**config.mk**
```make
export PLATFORM = sky130hd
export DESIGN_NAME = morse_letter_assembler
export DESIGN_NICKNAME = d
export VERILOG_FILES = /design/src/rtl/morse_pkg.sv /design/src/rtl/morse_run_counter.sv /design/src/rtl/morse_letter_assembler.sv
export SDC_FILE = /design/constraint.sdc
export NUM_CORES = 1
export LEC_CHECK = 0
export ABC_AREA = 1
export BUFFER_PORTS_ARGS = -buffer_cell sky130_fd_sc_hd__clkbuf_2
export CAP_MARGIN = 20
export CORE_UTILIZATION = 30
export DETAILED_ROUTE_END_ITERATION = 10
export GPL_TIMING_DRIVEN = 0
export HOLD_SLACK_MARGIN = 0.1
export SYNTH_ARGS = -nofsm -noshare
export SYNTH_HDL_FRONTEND = slang
export SYNTH_SLANG_ARGS = --single-unit
```
**constraint.sdc**
```tcl
create_clock -name CLK -period 3.15 [get_ports CLK]
set_input_delay 0.63 -clock CLK [delete_from_list [all_inputs] [get_ports CLK]]
set_output_delay 0.63 -clock CLK [all_outputs]
set_load 0.02 [all_outputs]
```
**src/rtl/morse_pkg.sv**
```systemverilog
// Shared Morse definitions: FSM states, element encodings and letter sizing.
// Reused by the character-lookup stage downstream.
package morse_pkg;

    typedef enum logic [1:0] {
        IDLE    = 2'd0,
        MARK    = 2'd1,
        SPACE   = 2'd2,
        DISCARD = 2'd3
    } state_e;

    localparam logic EL_DOT  = 1'b0;
    localparam logic EL_DASH = 1'b1;

    localparam int MAX_ELEMS = 5;
    localparam int SYM_LEN_W = 3;

endpackage

```
**src/rtl/morse_run_counter.sv**
```systemverilog
// Saturating run-length counter with clear-to-0, clear-to-1 and increment,
// plus a registered-count threshold compare (cnt >= THRESH).
module morse_run_counter #(
    parameter int CNT_W  = 8,
    parameter int THRESH = 1
) (
    input  logic             CLK,
    input  logic             RESET,
    input  logic             clr_zero_i,
    input  logic             clr_one_i,
    input  logic             inc_i,
    output logic [CNT_W-1:0] cnt_o,
    output logic             hit_o
);

    localparam logic [CNT_W-1:0] CNT_MAX = '1;
    localparam logic [CNT_W-1:0] THR     = CNT_W'(THRESH);

    logic [CNT_W-1:0] cnt_q;
    logic [CNT_W-1:0] cnt_d;

    always_comb begin
        cnt_d = cnt_q;
        if (clr_zero_i) begin
            cnt_d = '0;
        end else if (clr_one_i) begin
            cnt_d = CNT_W'(1);
        end else if (inc_i && (cnt_q != CNT_MAX)) begin
            cnt_d = cnt_q + 1'b1;
        end
    end

    always_ff @(posedge CLK or posedge RESET) begin
        if (RESET) begin
            cnt_q <= '0;
        end else begin
            cnt_q <= cnt_d;
        end
    end

    assign cnt_o = cnt_q;
    assign hit_o = (cnt_q >= THR);

endmodule

```
**src/rtl/morse_letter_assembler.sv**
```systemverilog
// Classifies keyed marks as dot/dash, detects inter-letter gaps and packs up
// to MAX_ELEMS elements into a letter offered through a one-entry valid/ready buffer.
module morse_letter_assembler
    import morse_pkg::*;
#(
    parameter int DASH_LEN = 3,
    parameter int GAP_LEN  = 3,
    parameter int CNT_W    = 8
) (
    input  logic                 CLK,
    input  logic                 RESET,
    input  logic                 I,
    input  logic                 dot,
    input  logic                 sym_ready,
    output logic                 sym_valid,
    output logic [SYM_LEN_W-1:0] sym_len,
    output logic [MAX_ELEMS-1:0] sym_bits,
    output logic                 err,
    output logic                 overrun
);

    // Handshake: a letter transfers on any rising edge where sym_valid and
    // sym_ready are both high; sym_len/sym_bits hold steady while sym_valid is
    // high and unaccepted, and sym_ready is don't-care while sym_valid is low.

    state_e               state_q;
    logic [MAX_ELEMS-1:0] elems_q;
    logic [SYM_LEN_W-1:0] elem_cnt_q;
    logic                 sym_valid_q;
    logic [SYM_LEN_W-1:0] sym_len_q;
    logic [MAX_ELEMS-1:0] sym_bits_q;
    logic                 err_q;
    logic                 overrun_q;

    logic [CNT_W-1:0] mark_cnt;
    logic [CNT_W-1:0] gap_cnt_unused;
    logic             mark_long;
    logic             gap_done;
    logic             mark_one, mark_inc;
    logic             gap_zero, gap_one, gap_inc;
    logic             is_dot_el, is_dash_el, can_load;
    logic             el;

    always_comb begin
        mark_one = ((state_q == IDLE) || (state_q == SPACE)) && I;
        mark_inc = (state_q == MARK) && I;
        gap_one  = (state_q == MARK) && !I;
        gap_zero = ((state_q == SPACE) || (state_q == DISCARD)) && I;
        gap_inc  = ((state_q == SPACE) || (state_q == DISCARD)) && !I;
    end

    morse_run_counter #(.CNT_W(CNT_W), .THRESH(DASH_LEN)) u_mark_cnt (
        .CLK        (CLK),
        .RESET      (RESET),
        .clr_zero_i (1'b0),
        .clr_one_i  (mark_one),
        .inc_i      (mark_inc),
        .cnt_o      (mark_cnt),
        .hit_o      (mark_long)
    );

    // The gap hit fires on the cycle whose low sample is the GAP_LEN-th one.
    morse_run_counter #(.CNT_W(CNT_W), .THRESH(GAP_LEN - 1)) u_gap_cnt (
        .CLK        (CLK),
        .RESET      (RESET),
        .clr_zero_i (gap_zero),
        .clr_one_i  (gap_one),
        .inc_i      (gap_inc),
        .cnt_o      (gap_cnt_unused),
        .hit_o      (gap_done)
    );

    assign is_dot_el  = (mark_cnt == CNT_W'(1)) && dot;
    assign is_dash_el = mark_long && !dot;
    assign el         = is_dash_el ? EL_DASH : EL_DOT;
    assign can_load   = !sym_valid_q || sym_ready;

    always_ff @(posedge CLK or posedge RESET) begin
        if (RESET) begin
            state_q     <= IDLE;
            elems_q     <= '0;
            elem_cnt_q  <= '0;
            sym_valid_q <= 1'b0;
            sym_len_q   <= '0;
            sym_bits_q  <= '0;
            err_q       <= 1'b0;
            overrun_q   <= 1'b0;
        end else begin
            err_q     <= 1'b0;
            overrun_q <= 1'b0;
            if (sym_valid_q && sym_ready) begin
                sym_valid_q <= 1'b0;
            end
            case (state_q)
                IDLE: begin
                    if (dot) err_q <= 1'b1;
                    if (I) state_q <= MARK;
                end
                MARK: begin
                    if (!I) begin
                        if (!(is_dot_el || is_dash_el) ||
                            (elem_cnt_q == SYM_LEN_W'(MAX_ELEMS))) begin
                            err_q   <= 1'b1;
                            state_q <= DISCARD;
                        end else begin
                            elems_q    <= elems_q | (MAX_ELEMS'(el) << elem_cnt_q);
                            elem_cnt_q <= elem_cnt_q + 1'b1;
                            state_q    <= SPACE;
                        end
                    end
                end
                SPACE: begin
                    if (dot) begin
                        err_q <= 1'b1;
                        if (!I && gap_done) begin
                            state_q    <= IDLE;
                            elems_q    <= '0;
                            elem_cnt_q <= '0;
                        end else begin
                            state_q <= DISCARD;
                        end
                    end else if (I) begin
                        state_q <= MARK;
                    end else if (gap_done) begin
                        state_q    <= IDLE;
                        elems_q    <= '0;
                        elem_cnt_q <= '0;
                        if (can_load) begin
                            sym_valid_q <= 1'b1;
                            sym_len_q   <= elem_cnt_q;
                            sym_bits_q  <= elems_q;
                        end else begin
                            overrun_q <= 1'b1;
                        end
                    end
                end
                DISCARD: begin
                    if (dot) err_q <= 1'b1;
                    if (!I && gap_done) begin
                        state_q    <= IDLE;
                        elems_q    <= '0;
                        elem_cnt_q <= '0;
                    end
                end
                default: state_q <= IDLE;
            endcase
        end
    end

    assign sym_valid = sym_valid_q;
    assign sym_len   = sym_len_q;
    assign sym_bits  = sym_bits_q;
    assign err       = err_q;
    assign overrun   = overrun_q;

endmodule

```
==> metrics.yaml <==
async_flop_share: 1.00
grt-ovfl-total: 0
period_share: 0.557
p_int_mw: 1.34
io_pins: 16
worstSetupEndpointType: "flop"
root_buffer: "clkbuf_8"
fin_setup_tns_ns: 0
h-tree-depth: 2
clock_latency_ns: 0.30
cts_buffers: 5
ctsLongestPathBuffers: 2
slew_headroom: 0.489
ys_warn_count: 0
worst-setup-path-type: "reg2reg"
ctsHoldBuffers: 0
syn_nets: 302
gp_congestion: 0.789
synth_common_cells: "86 x nand2_1, 37 x dfrtp_1, 32 x inv_1, 23 x nor2_1, 19 x nand3_1"
rsz0062_at_grt: "false"
ir_worst_vdd_mv: 0.209
nFillCells: 763
maxCapViolCount: 0
drt_iter0_drc: 122
nNetsFinal: 324
routed_wl_um: 4610
seq_area_um2: 926
vias: 1882
fp.dieW_um: 88.7
wire_per_inst_um: 11.2
p_leak_nw: 1.34
synth_edf_count: 0
dr.pass1.iters: 4
worst_pin_slew_ns: 0.766
synthTopCellsByArea: "dfrtp_1 41%, nand2_1 14%, inv_1 5.3%"
multi_input_area_um2: 1130
dp_cells: 405
max_freq_mhz: 570
route.detailed.drc: 0
cts_tree: "built"
area_growth_pct: 14.8
slew_violations: 0
fin_crit_ns: 1.76
p_sw_mw: 1.12
grt_use_total: 0.131
yosysMostFrequentCell: "nand2_1"
syn_avg_cell_area_um2: 7.75
startpoint_type: "flop"
first_global_vias: 1776
fin_cells: 413
synthFlopType: "dfrtp_1"
hold_class: "in2async"
dieArea_um2: 7870
cts_sinks: 37
die_h_um: 88.7
grt_pass1_wl_um: 8000
diodes: 0
synth_cell_types: 35
grt_max_degree: 38
critPathRequiredTime_ns: 3.33
ys_seq_area_frac: 0.410
dp_hpwl_um: 3330
ant_nets: 0
cp_max_fo: 10
cts.reportedPaths.clkPinSlew_ns: 0.08
vias_per_cell: 4.56
start_util: 0.311
syn_area_um2: 2260
final_hold_viol_count: 0
synth_top_area_frac: 0.410
power_density_nw_per_um2: 951
p_clk_frac: 0.200
status: "complete, no violations"
core-area_um2: 7250
drive_gt1_frac: 0.210
port_buffers: 15
synthCells: 291
row_count: 31
antenna_found_initial: 0
skew_ns: 0.00920
final_util: 0.357
setup_viol: 0
cts_setup_buffers: 0
worstPathArrival_ns: 1.94
sw_frac_of_total: 0.455
ys_seq_elements: 37
pwr-share-seq: 0.307
synth_top_area_cell: "dfrtp_1"
p_comb_frac: 0.492
post_cts_resized: 0
==> power by group through the flow <==
stage | Combinational (mW) | Clock (mW) | Sequential [mW]
floorplan | 0.879 | 0 | 0.808
global placement | 1.20 | 0 | 0.758
detailed placement | 1.21 | 0 | 0.764
CTS | 1.22 | 0.507 | 0.756
global route | 1.38 | 0.526 | 0.777
finish | 1.21 | 0.493 | 0.757
==> through the flow <==
stage / power [mW] / cell area, um^2 / hold slack, ns / setup slack (ns)
detailed placement: 1.97 / 2450 / 0.471 / 1.33
floorplan: 1.69 / 2260 / 0.471 / 1.65
global placement: 1.96 / 2450 / 0.469 / 1.15
global route: 2.69 / 2590 / 0.513 / 1.18
finish: 2.46 / 2590 / 0.447 / 1.39
CTS: 2.48 / 2590 / 0.491 / 1.39
==> final cells by class <==
cell class	instances	area share
inverter	40	0.0594
sequential	37	0.358
multi-input combinational	207	0.436
clock buffer	5	0.0266
timing repair buffer	15	0.0290
clock inverter	3	0.0251
buffer	7	0.0179
tap	99	0.0478
==> cells in the final DEF (no fill, tap or decap) <==
cell type / netlist / layout
buf_1: 1 / 1
nor2_2: 4 / 4
bufinv_16: 0 / 2
nand4_1: 8 / 8
ha_1: 6 / 6
xor2_1: 5 / 5
o211a_1: 1 / 1
inv_4: 1 / 1
o2111ai_1: 5 / 5
nor3b_1: 1 / 1
buf_6: 1 / 1
a21oi_1: 3 / 3
clkinv_2: 1 / 2
inv_2: 6 / 7
nor3_1: 4 / 4
nand2_1: 86 / 86
nor3_4: 1 / 1
o21ai_4: 2 / 2
nor2_1: 23 / 23
dfrtp_1: 37 / 37
nand2_4: 2 / 2
o31ai_1: 1 / 1
clkbuf_1: 1 / 1
nand3_2: 3 / 3
nand4_2: 2 / 2
a21boi_0: 1 / 1
or2_2: 2 / 2
o21ai_0: 10 / 10
buf_4: 3 / 3
inv_1: 32 / 31
buf_2: 1 / 1
clkbuf_8: 0 / 5
o21ai_1: 3 / 3
o22ai_1: 2 / 2
o21ai_2: 9 / 9
nand3_1: 19 / 19
nand2_2: 4 / 4
clkbuf_2: 0 / 15
==> state kept, by name, indices dropped and copies added (netlist names), 2 cells and up <==
| name | cells |
|---|---|
| elem_cnt_q | 3 |
| u_mark_cnt.cnt_o | 8 |
| sym_bits | 5 |
| state_q | 2 |
| sym_len | 3 |
| elems_q | 5 |
| u_gap_cnt.cnt_o | 8 |
==> path summary, 6_finish.rpt <==
kind / slack, ns / from / endpoint / cells past startpoint
min reg2reg: 0.49 / sym_bits[3] / sym_bits[3] / 2
max: 1.39 / u_gap_cnt.cnt_o[0] / elems_q[0] / 10
min in group CLK: 0.49 / sym_bits[3] / sym_bits[3] / 2
max reg2reg: 1.39 / u_gap_cnt.cnt_o[0] / elems_q[0] / 10
max in group asynchronous: 2.21 / RESET / u_gap_cnt.cnt_o[4] / 2
min: 0.45 / RESET / sym_bits[1] / 2
==> routing by layer <==
metal | track usage | routed length (um)
met5 | 0 | 0
met4 | 0.0455 | 72
met3 | 0.0252 | 71
met2 | 0.223 | 2190
met1 | 0.165 | 2270
==> cells by family after synthesis <==
kind of cell               Yosys count  share of synthesized area
and+or+nand+nor                    159                      0.327
buffers and inverters               47                     0.0887
AOI/OAI and AO/OA                   37                      0.121
DFF                                 37                      0.410
adders and majority gates            6                     0.0333
xor gates and xnor gates             5                     0.0194
==> critical path: stages (launching register included) <==
cell	delay, ns
dfrtp_1	0.41
inv_1	0.07
ha_1	0.20
nor2_1	0.09
nand3_1	0.11
o21ai_2	0.24
o21ai_1	0.15
nand2_4	0.17
inv_4	0.08
nand2_1	0.07
nand2_1	0.05
Note: power is estimated with default switching activity, not from simulation.
